## config.mk

```make
export PLATFORM = sky130hd
export DESIGN_NAME = mem_arbiter
export DESIGN_NICKNAME = d
export VERILOG_FILES = /design/src/rtl/mem_pkg.sv /design/src/rtl/load_extend.sv /design/src/rtl/mem_arbiter.sv
export SDC_FILE = /design/constraint.sdc
export NUM_CORES = 1
export LEC_CHECK = 0
export ABC_AREA = 0
export ABC_CLOCK_PERIOD_IN_PS = 9540
export CELL_PAD_IN_SITES_DETAIL_PLACEMENT = 0
export CELL_PAD_IN_SITES_GLOBAL_PLACEMENT = 2
export CORE_UTILIZATION = 32
export DETAILED_ROUTE_END_ITERATION = 6
export PLACE_DENSITY_LB_ADDON = 0.3
export SLEW_MARGIN = 20
export SYNTH_ARGS = -nofsm -noshare
export SYNTH_HDL_FRONTEND = slang
export SYNTH_SLANG_ARGS = --single-unit
```

## constraint.sdc

```tcl
create_clock -name clk -period 9.54 [get_ports clk]
set_clock_uncertainty 0.1 [all_clocks]
set_input_delay 1.908 -clock clk [delete_from_list [all_inputs] [get_ports clk]]
set_output_delay 1.908 -clock clk [all_outputs]
set_load 0.01 [all_outputs]
```

## src/rtl/mem_pkg.sv

```systemverilog
// Shared constants and types for the byte-serial memory arbiter.
// Covers RISC-V load/store size codes, arbiter FSM states and bus owner.
package mem_pkg;

  localparam logic [2:0] F3_B  = 3'b000;
  localparam logic [2:0] F3_H  = 3'b001;
  localparam logic [2:0] F3_W  = 3'b010;
  localparam logic [2:0] F3_BU = 3'b100;
  localparam logic [2:0] F3_HU = 3'b101;

  typedef enum logic [1:0] {IDLE, XFER, WAIT, DONE} state_t;
  typedef enum logic {OWN_IF, OWN_LSU} owner_t;

  // Index of the last byte accessed (byte count minus one).
  function automatic logic [1:0] last_idx(input logic [2:0] f3);
    case (f3)
      F3_B, F3_BU: last_idx = 2'd0;
      F3_H, F3_HU: last_idx = 2'd1;
      default:     last_idx = 2'd3;
    endcase
  endfunction

  // Unsigned sizes have no meaning for stores.
  function automatic logic f3_valid(input logic we, input logic [2:0] f3);
    case (f3)
      F3_B, F3_H, F3_W: f3_valid = 1'b1;
      F3_BU, F3_HU:     f3_valid = !we;
      default:          f3_valid = 1'b0;
    endcase
  endfunction

endpackage

```

## src/rtl/load_extend.sv

```systemverilog
// Sign- or zero-extends an assembled little-endian load word by size code.
module load_extend
  import mem_pkg::*;
(
  input  logic [31:0] word,
  input  logic [2:0]  funct3,
  output logic [31:0] result
);

  always_comb begin
    case (funct3)
      F3_B:    result = {{24{word[7]}}, word[7:0]};
      F3_H:    result = {{16{word[15]}}, word[15:0]};
      F3_BU:   result = {24'd0, word[7:0]};
      F3_HU:   result = {16'd0, word[15:0]};
      default: result = word;
    endcase
  end

endmodule

```

## src/rtl/mem_arbiter.sv

```systemverilog
// Shares one byte-wide, one-cycle-latency RAM port between instruction fetch
// and the LSU; serialises word requests into little-endian byte accesses.
module mem_arbiter
  import mem_pkg::*;
#(
  parameter int ADDR_W = 32
) (
  input  logic              clk,
  input  logic              rst,
  input  logic              if_req,
  input  logic [ADDR_W-1:0] if_addr,
  input  logic              if_flush,
  output logic              if_done,
  output logic [31:0]       if_inst,
  output logic [ADDR_W-1:0] if_pc,
  input  logic              lsu_req,
  input  logic              lsu_we,
  input  logic [2:0]        lsu_funct3,
  input  logic [ADDR_W-1:0] lsu_addr,
  input  logic [31:0]       lsu_wdata,
  output logic              lsu_done,
  output logic [31:0]       lsu_rdata,
  output logic              busy,
  input  logic [7:0]        ram_din,
  output logic [ADDR_W-1:0] ram_addr,
  output logic              ram_wr,
  output logic [7:0]        ram_dout
);

  state_t            state_reg, state_next;
  owner_t            owner_reg, owner_next;
  logic [ADDR_W-1:0] base_reg, base_next;
  logic [1:0]        last_reg, last_next;
  logic [1:0]        cnt_reg, cnt_next;
  logic              we_reg, we_next;
  logic [2:0]        f3_reg, f3_next;
  logic [31:0]       wdata_reg, wdata_next;
  logic [31:0]       asm_reg, asm_next;
  logic              if_done_reg, if_done_next;
  logic [31:0]       if_inst_reg, if_inst_next;
  logic [ADDR_W-1:0] if_pc_reg, if_pc_next;
  logic              lsu_done_reg, lsu_done_next;
  logic [31:0]       lsu_rdata_reg, lsu_rdata_next;
  logic              busy_reg, busy_next;
  logic [ADDR_W-1:0] ram_addr_reg, ram_addr_next;
  logic              ram_wr_reg, ram_wr_next;
  logic [7:0]        ram_dout_reg, ram_dout_next;

  logic [1:0]  cap_idx;
  logic [1:0]  cnt_inc;
  logic [31:0] merged;
  logic [31:0] extended;
  logic        flush_hit;

  // The byte on ram_din belongs to the address issued one cycle earlier.
  always_comb begin
    cap_idx = (state_reg == WAIT) ? last_reg : cnt_reg - 2'd1;
    merged  = asm_reg;
    merged[{cap_idx, 3'b000} +: 8] = ram_din;
  end

  load_extend u_load_extend (
    .word   (merged),
    .funct3 (f3_reg),
    .result (extended)
  );

  assign cnt_inc   = cnt_reg + 2'd1;
  assign flush_hit = if_flush && (owner_reg == OWN_IF);

  always_comb begin
    state_next     = state_reg;
    owner_next     = owner_reg;
    base_next      = base_reg;
    last_next      = last_reg;
    cnt_next       = cnt_reg;
    we_next        = we_reg;
    f3_next        = f3_reg;
    wdata_next     = wdata_reg;
    asm_next       = asm_reg;
    if_done_next   = 1'b0;
    if_inst_next   = if_inst_reg;
    if_pc_next     = if_pc_reg;
    lsu_done_next  = 1'b0;
    lsu_rdata_next = lsu_rdata_reg;
    ram_addr_next  = '0;
    ram_wr_next    = 1'b0;
    ram_dout_next  = 8'd0;

    case (state_reg)
      IDLE: begin
        if (lsu_req) begin
          owner_next = OWN_LSU;
          base_next  = lsu_addr;
          last_next  = last_idx(lsu_funct3);
          cnt_next   = 2'd0;
          we_next    = lsu_we;
          f3_next    = lsu_funct3;
          wdata_next = lsu_wdata;
          asm_next   = 32'd0;
          if (!f3_valid(lsu_we, lsu_funct3)) begin
            state_next     = DONE;
            lsu_done_next  = 1'b1;
            lsu_rdata_next = 32'd0;
          end else begin
            state_next    = XFER;
            ram_addr_next = lsu_addr;
            ram_wr_next   = lsu_we;
            ram_dout_next = lsu_wdata[7:0];
          end
        end else if (if_req && !if_flush) begin
          owner_next    = OWN_IF;
          base_next     = if_addr;
          last_next     = 2'd3;
          cnt_next      = 2'd0;
          we_next       = 1'b0;
          f3_next       = F3_W;
          asm_next      = 32'd0;
          state_next    = XFER;
          ram_addr_next = if_addr;
        end
      end
      XFER: begin
        if (flush_hit) begin
          state_next = IDLE;
        end else begin
          if (cnt_reg != 2'd0 && !we_reg)
            asm_next = merged;
          if (cnt_reg == last_reg) begin
            if (we_reg) begin
              state_next     = DONE;
              lsu_done_next  = 1'b1;
              lsu_rdata_next = 32'd0;
            end else begin
              state_next = WAIT;
            end
          end else begin
            cnt_next      = cnt_inc;
            ram_addr_next = base_reg + ADDR_W'(cnt_inc);
            ram_wr_next   = we_reg;
            ram_dout_next = wdata_reg[{cnt_inc, 3'b000} +: 8];
          end
        end
      end
      WAIT: begin
        if (flush_hit) begin
          state_next = IDLE;
        end else begin
          asm_next   = merged;
          state_next = DONE;
          if (owner_reg == OWN_IF) begin
            if_done_next = 1'b1;
            if_inst_next = merged;
            if_pc_next   = base_reg;
          end else begin
            lsu_done_next  = 1'b1;
            lsu_rdata_next = extended;
          end
        end
      end
      default: state_next = IDLE;
    endcase

    busy_next = (state_next != IDLE);
  end

  always_ff @(posedge clk) begin
    if (rst) begin
      state_reg     <= IDLE;
      owner_reg     <= OWN_IF;
      base_reg      <= '0;
      last_reg      <= 2'd0;
      cnt_reg       <= 2'd0;
      we_reg        <= 1'b0;
      f3_reg        <= 3'd0;
      wdata_reg     <= 32'd0;
      asm_reg       <= 32'd0;
      if_done_reg   <= 1'b0;
      if_inst_reg   <= 32'd0;
      if_pc_reg     <= '0;
      lsu_done_reg  <= 1'b0;
      lsu_rdata_reg <= 32'd0;
      busy_reg      <= 1'b0;
      ram_addr_reg  <= '0;
      ram_wr_reg    <= 1'b0;
      ram_dout_reg  <= 8'd0;
    end else begin
      state_reg     <= state_next;
      owner_reg     <= owner_next;
      base_reg      <= base_next;
      last_reg      <= last_next;
      cnt_reg       <= cnt_next;
      we_reg        <= we_next;
      f3_reg        <= f3_next;
      wdata_reg     <= wdata_next;
      asm_reg       <= asm_next;
      if_done_reg   <= if_done_next;
      if_inst_reg   <= if_inst_next;
      if_pc_reg     <= if_pc_next;
      lsu_done_reg  <= lsu_done_next;
      lsu_rdata_reg <= lsu_rdata_next;
      busy_reg      <= busy_next;
      ram_addr_reg  <= ram_addr_next;
      ram_wr_reg    <= ram_wr_next;
      ram_dout_reg  <= ram_dout_next;
    end
  end

  assign if_done   = if_done_reg;
  assign if_inst   = if_inst_reg;
  assign if_pc     = if_pc_reg;
  assign lsu_done  = lsu_done_reg;
  assign lsu_rdata = lsu_rdata_reg;
  assign busy      = busy_reg;
  assign ram_addr  = ram_addr_reg;
  assign ram_wr    = ram_wr_reg;
  assign ram_dout  = ram_dout_reg;

endmodule

```

# Yosys cells after proc, flatten, opt, wreduce, memory -nomap -nowiden
# Index checks and enable logic that the tools add are counted.
# classes
addsub	4
eq_ne	20
shifts	3
mux	68
bitwise_logic	3
reduce_logical	25
# op_table
op	n
$mux 32	19
$pmux 32 s3	2
$pmux 32 s4	1
$pmux 32 s2	1
$add 32x2->32	1
$bwmux 32	1
$mux 8	4
$shift 8x7->32 const A	1
$shiftx 32x6->8	1
$shiftx 8x7->32	1
$mux 2	13
$mux 1	18
$ne 2x2->1 const B	9
$pmux 8 s2	1
$eq 3x3->1 const B	4
$pmux 2 s2	2
$reduce_and 8->1	1
$reduce_bool 2->1	4
$neg 5->7	1
$eq 3x1->1 const B	2
$logic_not 3->1	2
$mux 3	2
$pmux 2 s3	1
$reduce_or 2->1	3
19 further kinds	28
# word_totals
reg_bits	247
in_bits	113
out_inout_bits	140
elab_cells	141

# Longest topological paths before layout
# Gate-level depths: netlist (run 1).
# logic_depth
ltp_word	9
mapped_depth	15
depth_no_buf	11

# Cells and area by module
# From an unflattened synthesis (run 1), not the netlist that was laid out.
# hier_totals
hier_cells	1359
area_unflattened_um2	11205.7
# modules_own_cells
mod	instances	cells_per_inst	area_per_inst_um2	seq_area_each_um2
mem_arbiter	1	1292	10850.4	4944.7
load_extend	1	67	355.3	0.0

# Least setup slack after synthesis (run 1)
# No wires, ideal clock.
# synth_timing
path_kind	reg-to-reg
from	register cnt_reg[0]
to	register lsu_rdata_reg[20] (netlist: lsu_rdata[20])
setup_time_ps	59
arrival_time_ps	3516
t_required_ps	9381
path_slack_ps	5865
stages_incl_launch_ff	15
path_buffers	4
synth_period_minus_slack_ps	3675
path_cell_list	dfxtp_1 -> clkbuf_1 -> inv_1 -> ha_1 -> buf_4 -> nor2b_1 -> nor2_1 -> ha_1 -> buf_6 -> nor3b_4 -> a41oi_2 -> or3b_4 -> a31oi_4 -> buf_6 -> a22o_1
# synth_between
elab_chain_len	9
elab_cells_between_ends	13
cone_classes	add/sub (2); eq/ne (2); shift (2); mux (6); reduce/logical (1)
# synth_rtl
item	line	rtl
from (decl)	mem_arbiter.sv:34	logic [1:0] cnt_reg, cnt_next;
from (signal assigned)	mem_arbiter.sv:192	cnt_reg <= cnt_next;
$sub 2x1->2	mem_arbiter.sv:57	cap_idx = (state_reg == WAIT) ? last_reg : cnt_reg - 2'd1;
$mux 2	mem_arbiter.sv:57	
$neg 5->7	mem_arbiter.sv:59	merged[{cap_idx, 3'b000} +: 8] = ram_din;
$shiftx 8x7->32 or $shift 8x7->32 (tied branches)	mem_arbiter.sv:59	
$bwmux 32	mem_arbiter.sv:59	
$pmux 32 s4	load_extend.sv:11	case (funct3)
$mux 32	mem_arbiter.sv:151	if (owner_reg == OWN_IF) begin
$mux 32	mem_arbiter.sv:146	if (flush_hit) begin
$pmux 32 s3	mem_arbiter.sv:90	case (state_reg)
to (signal assigned)	mem_arbiter.sv:201	lsu_rdata_reg <= lsu_rdata_next;
to (decl)	mem_arbiter.sv:43	logic [31:0] lsu_rdata_reg, lsu_rdata_next;
# Parallel ways exist; a longest one is shown, timed or not. The select of a mux whose other input is x is not followed.
# A chain may end at the register's enable or synchronous reset.

# Worst setup path after layout (run 1)
# layout_timing
from	register cnt_reg[0]
to	register asm_reg[24]
# layout_between
elab_chain_len	8
elab_cells_between_ends	14
cone_classes	add/sub (2); eq/ne (1); shift (2); mux (6); reduce/logical (3)
# layout_rtl
item	line	rtl
$sub 2x1->2	mem_arbiter.sv:57	
$mux 2	mem_arbiter.sv:57	
$neg 5->7	mem_arbiter.sv:59	
$shiftx 8x7->32 or $shift 8x7->32 (tied branches)	mem_arbiter.sv:59	
$bwmux 32	mem_arbiter.sv:59	
$mux 32	mem_arbiter.sv:127	if (cnt_reg != 2'd0 && !we_reg)
$mux 32	mem_arbiter.sv:124	if (flush_hit) begin
$pmux 32 s3	mem_arbiter.sv:90	
to (signal assigned)	mem_arbiter.sv:196	asm_reg <= asm_next;
to (decl)	mem_arbiter.sv:38	logic [31:0] asm_reg, asm_next;
# Parallel ways exist; a longest one is shown, timed or not. The select of a mux whose other input is x is not followed.

==> impl_results.md, run 1 <==
- Outcome: complete, no violations
- Routed Antenna Nets: 0
- Max Cap Viol: 0
- Final Max Tran Viols: 0
- Routability cong.: 0.791
- Ant diodes: 0
- Die W: 189 um
- Pwr/cell area: 217 nW/um^2
- Wire per inst: 18.9 um
- Net count after synthesis: 1453
- Share of flip-flops with an asynchronous set or reset: 0
- GRT Total Usage: 0.206
- Synth top area cells: dfxtp_1, nand2_1, a21oi_1
- Starting Density: 0.324
- Synthesized cell area: 11200 um^2
- Critical path, cell by cell: inv_1 > ha_1 > nor2b_1 > nor2_1 > ha_1 > nand2b_1 > a2111oi_4 > a22oi_1 > or3_1 > a21oi_1
- CTS sink cnt: 247
- CP Class: reg -> reg
- Yosys reg bits: 247
- Distinct cells, synth: 73
- Most common cell in the synthesized netlist: dfxtp_1
- Multi-input gate area: 5660 um^2
- Detailed Route Iter0 Violations: 597
- Worst-Skew Late Latency: 550 ps
- # rows: 68
- P&R area growth vs syn: 32.1%
- Worst relative slew slack: 0.299
- Worst-path clk slew: 60 ps
- Setup Buffers After CTS: 0
- Nets@finish: 1633
- Compound-Gate Fraction of Synth Area: 0.211
- Final hold violations: 0
- Initial antenna violation count: 0
- HP Class: reg -> reg
- First-pass GRT wire length: 58300 um
- Via count: 10.3k
- Initial DRT Pass Iterations: 5
- Number of synthesized flops with an enable pin: 0
- Total number of yosys warnings: 0
- Hold Buf Count CTS: 0
- Worst setup SP type: register
- Main combinational cell family by area after synthesis: simple AND/OR/NAND/NOR gates
- Die height: 189 um
- Vias in the first global route: 9968
- Synth Area in XOR/XNOR: 0.0188
- I/O pin total: 253
- Core area: 34500 um^2
- Seq/Total Area, Yosys: 0.443
- Pleak: 0.00500 uW
- Layout cells sized above 1: 0.0636
- Vias/cell: 5.20
- DP HPWL: 25700 um
- Routed WL: 37400 um
- CP endpoint kind: register
- CTS Buffer Depth: 3
- Peak supply drop: 154 uV
- Post-Synth Adder-Cell Area: 0.0141
- I/O Buffers: 252
- Register area: 4940 um^2
- Final period util: 0.485
- Worst Path Arrival: 4980 ps
- Avg Inst Size Synth: 8.40 um^2
- Synth Flop Type: dfxtp_1
- Count of endpoints failing setup in the final report: 0
- Total grt overflow: 0
- Pin count of the biggest net entering global routing: 95
- Top cells by count, synth: dfxtp_1, nand2_1, a21oi_1, nor2_1, clkbuf_1
- Crit-path max FO: 19
- Worst Max-Slew Pin Slew: 1050 ps
- Crit path max-delay family: adder cells
- CTS resizes: 0
- Final Critical Period: 4620 ps
- Cells after Synth: 1328
- Worst path most repeated cell: ha_1
- Post-Synth Simple-Gate Area: 0.230
- Post-route DRC: 0
- Share of the synthesized area in the top cell type: 0.443
- H-tree levels: 1
- Peak Freq: 216 MHz
- Post-synthesis mux area share: 0.0317
- Die area: 35600 um^2
- Max incr delay on CP: 810 ps
- Yosys top cell by area: dfxtp_1
- CTS tree: built
- Sum of negative setup slack: 0 ps
- CTS Root Cell: clkbuf_16
- PnR Total Power: 3190 uW
- Max stage delay cell, worst path: ha_1
- Crit path buffers/inverters: 1
- Crit path required time: 9900 ps
- Clock buffer count from CTS: 29
- Filler cells: 3474
- RSZ-0062 raised after global routing: no
[per-stage QoR]
step,cells,setup slack (ps),hold WS [ps],utilization,instance area [um^2]
after CTS,1979,4880,350,0.428,14700
final,1979,4920,347,0.428,14700
after global routing,1979,4480,365,0.428,14700
after global placement,1932,5050,336,0.402,13800
after detailed placement,1932,4890,343,0.402,13800
after floorplan,1328,5870,329,-,11200
[worst register-to-register path, delay by kind of cell (launching register included)]
family,cells,cell delay (ps)
simple gates,4,1010
flops,1,740
compound gates,3,1080
buf+inv,1,150
fa+ha+maj,2,1450
[area by class of cell]
class,count,area share
multi-input cells,952,0.384
flip-flops and latches,247,0.336
repair buffers,263,0.177
clock buffers,40,0.0568
well taps,455,0.0386
clock inverters,7,0.00433
inverters,15,0.00382
[path summary, 6_finish.rpt]
check                   from     endpoint  slack, ps  cells past startpoint
setup / recovery  cnt_reg[0]  asm_reg[24]       4920                     10
hold / removal    asm_reg[4]   asm_reg[4]        350                      2
setup reg to reg  cnt_reg[0]  asm_reg[24]       4920                     10
hold reg to reg   asm_reg[4]   asm_reg[4]        350                      2
[power breakdown]
part	internal (uW)	total [uW]	switching, uW
logic	327	885	558
registers	1140	1240	103
clock network	630	1060	435
total	2100	3190	1100
[layer usage]
layer | up-vias | GRT usage | share of wire
met3 | 43 | 0.0324 | 0.051
met2 | 294 | 0.333 | 0.45
met1 | 4868 | 0.286 | 0.47
met5 | - | 0 | 0
met4 | 0 | 0.0475 | 0.020
li1 | 5080 | - | -
[cell usage in the layout (no fill, tap or decap), types with 7 or more instances in the layout]
cell / Yosys / final
a211oi_1: 54 / 54
a21oi_1: 154 / 154
a22o_1: 24 / 24
a22oi_1: 18 / 18
a32oi_1: 36 / 36
and3_1: 15 / 15
and4_1: 7 / 7
buf_4: 3 / 12
clkbuf_16: 0 / 29
clkbuf_8: 0 / 7
clkdlybuf4s50_1: 0 / 250
dfxtp_1: 247 / 247
ha_1: 11 / 11
inv_1: 15 / 15
mux2_2: 8 / 8
mux2i_1: 7 / 7
mux4_2: 8 / 8
nand2_1: 226 / 225
nand2b_1: 9 / 9
nand3_1: 32 / 32
nand4_1: 12 / 12
nor2_1: 116 / 116
nor2b_1: 36 / 36
nor3_1: 32 / 31
o21ai_0: 12 / 12
o22ai_1: 11 / 11
or3_1: 18 / 18
xnor2_1: 10 / 10
xor2_1: 14 / 14
[kinds of logic (layout without fill, tap and decap cells)]
| logic type | after synthesis | in the layout |
|---|---|---|
| xor+xnor | 24 | 24 |
| mux | 24 | 24 |
| compound gates | 349 | 349 |
| buf+inv | 129 | 325 |
| fa+ha+maj | 12 | 12 |
| simple gates | 543 | 543 |
| flops | 247 | 247 |
Note: power is estimated with default switching activity, not from simulation.
==> inputs of run 2 (changes only) <==
--- a/config.mk
+++ b/config.mk
@@ -6,10 +6,10 @@
 export NUM_CORES = 1
 export LEC_CHECK = 0
 export ABC_AREA = 0
-export ABC_CLOCK_PERIOD_IN_PS = 9540
+export ABC_CLOCK_PERIOD_IN_PS = 4300
 export CELL_PAD_IN_SITES_DETAIL_PLACEMENT = 0
 export CELL_PAD_IN_SITES_GLOBAL_PLACEMENT = 2
-export CORE_UTILIZATION = 32
+export CORE_UTILIZATION = 29
 export DETAILED_ROUTE_END_ITERATION = 6
 export PLACE_DENSITY_LB_ADDON = 0.3
 export SLEW_MARGIN = 20
==> constraint.sdc (replaced) <==
create_clock -name clk -period 4.3 [get_ports clk]
set_clock_uncertainty 0.1 [all_clocks]
set_input_delay 0.86 -clock clk [delete_from_list [all_inputs] [get_ports clk]]
set_output_delay 0.86 -clock clk [all_outputs]
set_load 0.01 [all_outputs]
==> run 2 against run 1 <==
Sequential power grew 120%. Design area grew 1.6%. Die area grew 10%. Global-route usage shrank 1.3 points. Non-clock buffer count grew 11. Largest power group unchanged.
==> impl_results.md, run 2 (same netlist as run 1, synthesis figures left out) <==
- Worst-Skew Late Latency: 540 ps
- Layout Utilization: 0.397
- Die area: 39300 um^2
- Worst Path Arrival: 3870 ps
- DP HPWL: 27300 um
- Reg power frac: 0.382
- Pin count of the biggest net entering global routing: 114
- Final Critical Period: 3500 ps
- Initial DRT Pass Iterations: 5
- Vias/cell: 5.03
- Most frequent cells in the layout: clkdlybuf4s50_1, dfxtp_1, nand2_1, a21oi_1, nor2_1
- CP endpoint kind: register
- Layout cells sized above 1: 0.0717
- Ant diodes: 0
- Clock buffer count from CTS: 29
- Final Max Tran Viols: 0
- Starting Density: 0.295
- Clock Power Share: 0.342
- CP Class: reg -> reg
- CTS resizes: 0
- Core area: 37800 um^2
- HP Class: reg -> reg
- Net Sw Frac: 0.338
- CTS Buffer Depth: 3
- Commonest non-fill, non-tap cell in the layout: clkdlybuf4s50_1
- Initial antenna violation count: 1
- Worst setup SP type: register
- Total grt overflow: 0
- Die W: 198 um
- Hold Buf Count CTS: 0
- Pwr/cell area: 484 nW/um^2
- First-pass GRT wire length: 58800 um
- Wire per inst: 19.0 um
- Outcome: complete, no violations
- Crit-path max FO: 12
- Peak Freq: 286 MHz
- Final hold violations: 0
- Dpl cell area: 14000 um^2
- P&R area growth vs syn: 34.3%
- CTS tree: built
- Detailed Route Iter0 Violations: 607
- Crit path required time: 4670 ps
- Via count: 10.3k
- Max Cap Viol: 0
- GRT Total Usage: 0.193
- Routed Antenna Nets: 0
- CTS sink cnt: 247
- Nets@finish: 1644
- H-tree levels: 1
- Die height: 198 um
- Final period util: 0.814
- Count of endpoints failing setup in the final report: 0
- Setup Buffers After CTS: 0
- Switch Pwr: 2450 uW
- Worst Max-Slew Pin Slew: 1020 ps
- Peak supply drop: 302 uV
- Gate power share: 0.276
- Routed WL: 38900 um
- Hold slack: 352 ps
- Pleak: 0.00509 uW
- Worst relative slew slack: 0.314
- I/O pin total: 253
- Post-route DRC: 0
- Sum of negative setup slack: 0 ps
- Power Internal: 4800 uW
- Finished Cell Area: 15000 um^2
- Worst-path clk slew: 60 ps
- Routability cong.: 0.793
- Vias in the first global route: 9887
- I/O Buffers: 252
- # rows: 71
- CTS Root Cell: clkbuf_16
- RSZ-0062 raised after global routing: no
[run 2: cell count changes in the layout (fill, tap and decap cells not counted), sizes merged]
| cell | before | now |
|---|---|---|
| buf | 13 | 24 |
| bufinv | 1 | 2 |
| clkbuf | 40 | 41 |
| clkinv | 5 | 3 |
[run 2: routing by layer]
layer	routed length, um	share of wire	track usage
met1	18300	0.47	0.261
met3	1980	0.051	0.0315
met5	13	0.00033	0
met4	627	0.016	0.0396
met2	18000	0.46	0.322
[run 2: final cells by class]
| type | count | area [um^2] |
|---|---|---|
| fill | 3842 | 22800 |
| multi-input combinational | 952 | 5660 |
| sequential | 247 | 4940 |
| timing repair buffer | 274 | 2720 |
| clock buffer | 41 | 871 |
| tap | 511 | 639 |
| clock inverter | 6 | 83.8 |
| inverter | 15 | 56.3 |
[run 2: per-stage QoR]
| stage | worst slack [ps] | total power [uW] | instances |
|---|---|---|---|
| 5_1_grt | 485 | 7670 | 2046 |
| 3_3_place_gp | 915 | 4820 | 1998 |
| 4_1_cts | 774 | 7360 | 2046 |
| 3_5_place_dp | 795 | 4840 | 1999 |
| 6_report | 801 | 7250 | 2046 |
| 2_1_floorplan | 625 | 4070 | 1328 |
[run 2: path summary, 6_finish.rpt]
| path | startpoint | cells past startpoint | to | slack, ps |
|---|---|---|---|---|
| max | state_reg[0] | 10 | asm_reg[26] | 800 |
| min | asm_reg[6] | 2 | asm_reg[6] | 350 |
| max reg2reg | state_reg[0] | 10 | asm_reg[26] | 800 |
| min reg2reg | asm_reg[6] | 2 | asm_reg[6] | 350 |
[run 2: power by group through the flow]
stage / Combinational [uW] / Sequential (uW) / Clock [uW]
floorplan: 1310 / 2760 / 0
global route: 2220 / 2800 / 2650
global placement: 2000 / 2820 / 0
CTS: 2030 / 2770 / 2550
detailed placement: 2030 / 2820 / 0
finish: 2000 / 2770 / 2480
[run 2: worst max-delay path: stages (launching register included)]
cell and delay (ps):
dfxtp_1 390, inv_1 110, ha_1 320, nor2b_1 300, nor2_1 110, ha_1 510
nand2b_1 160, a2111oi_4 660, a22oi_1 220, or3_1 390, a21oi_1 150
==> inputs of run 3 (changes only) <==
--- a/config.mk
+++ b/config.mk
@@ -6,10 +6,10 @@
 export NUM_CORES = 1
 export LEC_CHECK = 0
 export ABC_AREA = 0
-export ABC_CLOCK_PERIOD_IN_PS = 4300
+export ABC_CLOCK_PERIOD_IN_PS = 2900
 export CELL_PAD_IN_SITES_DETAIL_PLACEMENT = 0
 export CELL_PAD_IN_SITES_GLOBAL_PLACEMENT = 2
-export CORE_UTILIZATION = 29
+export CORE_UTILIZATION = 27
 export DETAILED_ROUTE_END_ITERATION = 6
 export PLACE_DENSITY_LB_ADDON = 0.3
 export SLEW_MARGIN = 20
==> constraint.sdc (replaced) <==
create_clock -name clk -period 2.9 [get_ports clk]
set_clock_uncertainty 0.1 [all_clocks]
set_input_delay 0.58 -clock clk [delete_from_list [all_inputs] [get_ports clk]]
set_output_delay 0.58 -clock clk [all_outputs]
set_load 0.01 [all_outputs]
==> run 3 against run 2 <==
Sequential cell count unchanged. Register-to-register slack worse by 670 ps. Total power increased by 58%.
==> impl_results.md, run 3 (same netlist as run 1, synthesis figures left out) <==
- Pwr/cell area: 737 nW/um^2
- Outcome: complete, no violations
- Routed Antenna Nets: 0
- Crit-path max FO: 16
- Via count: 10.5k
- Worst Path Arrival: 3180 ps
- Max Cap Viol: 0
- Final period util: 0.954
- Peak Freq: 361 MHz
- Core area: 40800 um^2
- Initial antenna violation count: 1
- Crit path required time: 3320 ps
- Clock buffer count from CTS: 31
- Commonest non-fill, non-tap cell in the layout: clkdlybuf4s50_1
- Worst setup SP type: register
- Vias in the first global route: 10.4k
- Count of endpoints failing setup in the final report: 0
- Layout cells sized above 1: 0.108
- Total grt overflow: 0
- Vias/cell: 4.98
- Filler cells: 4164
- # rows: 74
- Worst-Skew Late Latency: 580 ps
- Die height: 205 um
- Final hold violations: 0
- Peak supply drop: 421 uV
- Die area: 42100 um^2
- CTS Buffer Depth: 3
- Hold Buf Count CTS: 0
- CTS sink cnt: 247
- Worst Max-Slew Pin Slew: 710 ps
- CTS tree: built
- Routed WL: 40000 um
- HP Class: in -> reg
- I/O Buffers: 252
- P&R area growth vs syn: 39.4%
- First-pass GRT wire length: 61400 um
- Dpl cell area: 14500 um^2
- Finished Cell Area: 15600 um^2
- PnR Total Power: 11500 uW
- Initial DRT Pass Iterations: 5
- Final Critical Period: 2770 ps
- H-tree levels: 1
- Layout Utilization: 0.381
- CP endpoint kind: register
- Nets@finish: 1682
- Worst relative slew slack: 0.523
- Die W: 205 um
- Finished Layout Cells: 2114
- Pin count of the biggest net entering global routing: 98
- Final Max Tran Viols: 0
- Placed cell count: 2056
- Routability cong.: 0.795
- Ant diodes: 0
- DP HPWL: 27700 um
- Most frequent cells in the layout: clkdlybuf4s50_1, dfxtp_1, nand2_1, a21oi_1, nor2_1
- Hold slack: 264 ps
- CTS Root Cell: clkbuf_16
- Pleak: 0.00534 uW
- CP Class: reg -> reg
- Wire per inst: 18.9 um
- Worst-path clk slew: 60 ps
- Starting Density: 0.273
- I/O pin total: 253
- Post-route DRC: 0
- GRT Total Usage: 0.187
- Detailed Route Iter0 Violations: 512
## run 3: final cells by class
class	count	area, um^2	share of cell area
clock inverter	16	195	0.0125
clock buffer	42	857	0.0551
tap	532	666	0.0428
inverter	15	58.8	0.00378
timing repair buffer	310	3070	0.197
sequential	247	4950	0.318
multi-input combinational	952	5760	0.370
## run 3: path summary, 6_finish.rpt
| path | startpoint | to | slack [ps] | cells after the start |
|---|---|---|---|---|
| hold reg to reg | asm_reg[4] | asm_reg[4] | 350 | 2 |
| hold / removal | rst | if_pc[30] | 260 | 2 |
| setup / recovery | cnt_reg[1] | lsu_rdata[19] | 130 | 12 |
| setup reg to reg | cnt_reg[1] | lsu_rdata[19] | 130 | 12 |
## run 3: through the flow
step / setup TNS [ps] / worst slack (ps)
2_1_floorplan: -3980 / -219
3_3_place_gp: 0 / 183
3_5_place_dp: 0 / 76.8
4_1_cts: 0 / 56.2
5_1_grt: -51.3 / -16.4
6_report: 0 / 133
## run 3: repair_timing
item / CTS / global route
endpoints found under the setup margin: 0 / 25
setup buffers: 0 / 0
resized for setup: 0 / 5
## run 3: power by group
group          switching, uW  total (uW)  leakage, uW  internal, uW
Clock                   1560        3990     0.000524          2420
Sequential               313        4070      0.00201          3750
Combinational           2030        3410      0.00280          1380
## run 3: layer usage
metal / GRT usage / part of all wire / wire (um)
met5: 0 / 0 / 0
met3: 0.0320 / 0.057 / 2280
met2: 0.316 / 0.47 / 19000
met1: 0.248 / 0.45 / 18200
met4: 0.0426 / 0.015 / 599
## run 3: worst max-delay path: stages (launching register included)
cell	delay [ps]
dfxtp_1	370
inv_1	90
ha_4	270
nor2b_4	140
nor2_2	140
inv_1	120
ha_2	230
nor3b_4	200
a41oi_2	130
or3b_4	430
a31oi_4	170
buf_12	170
a22o_1	130
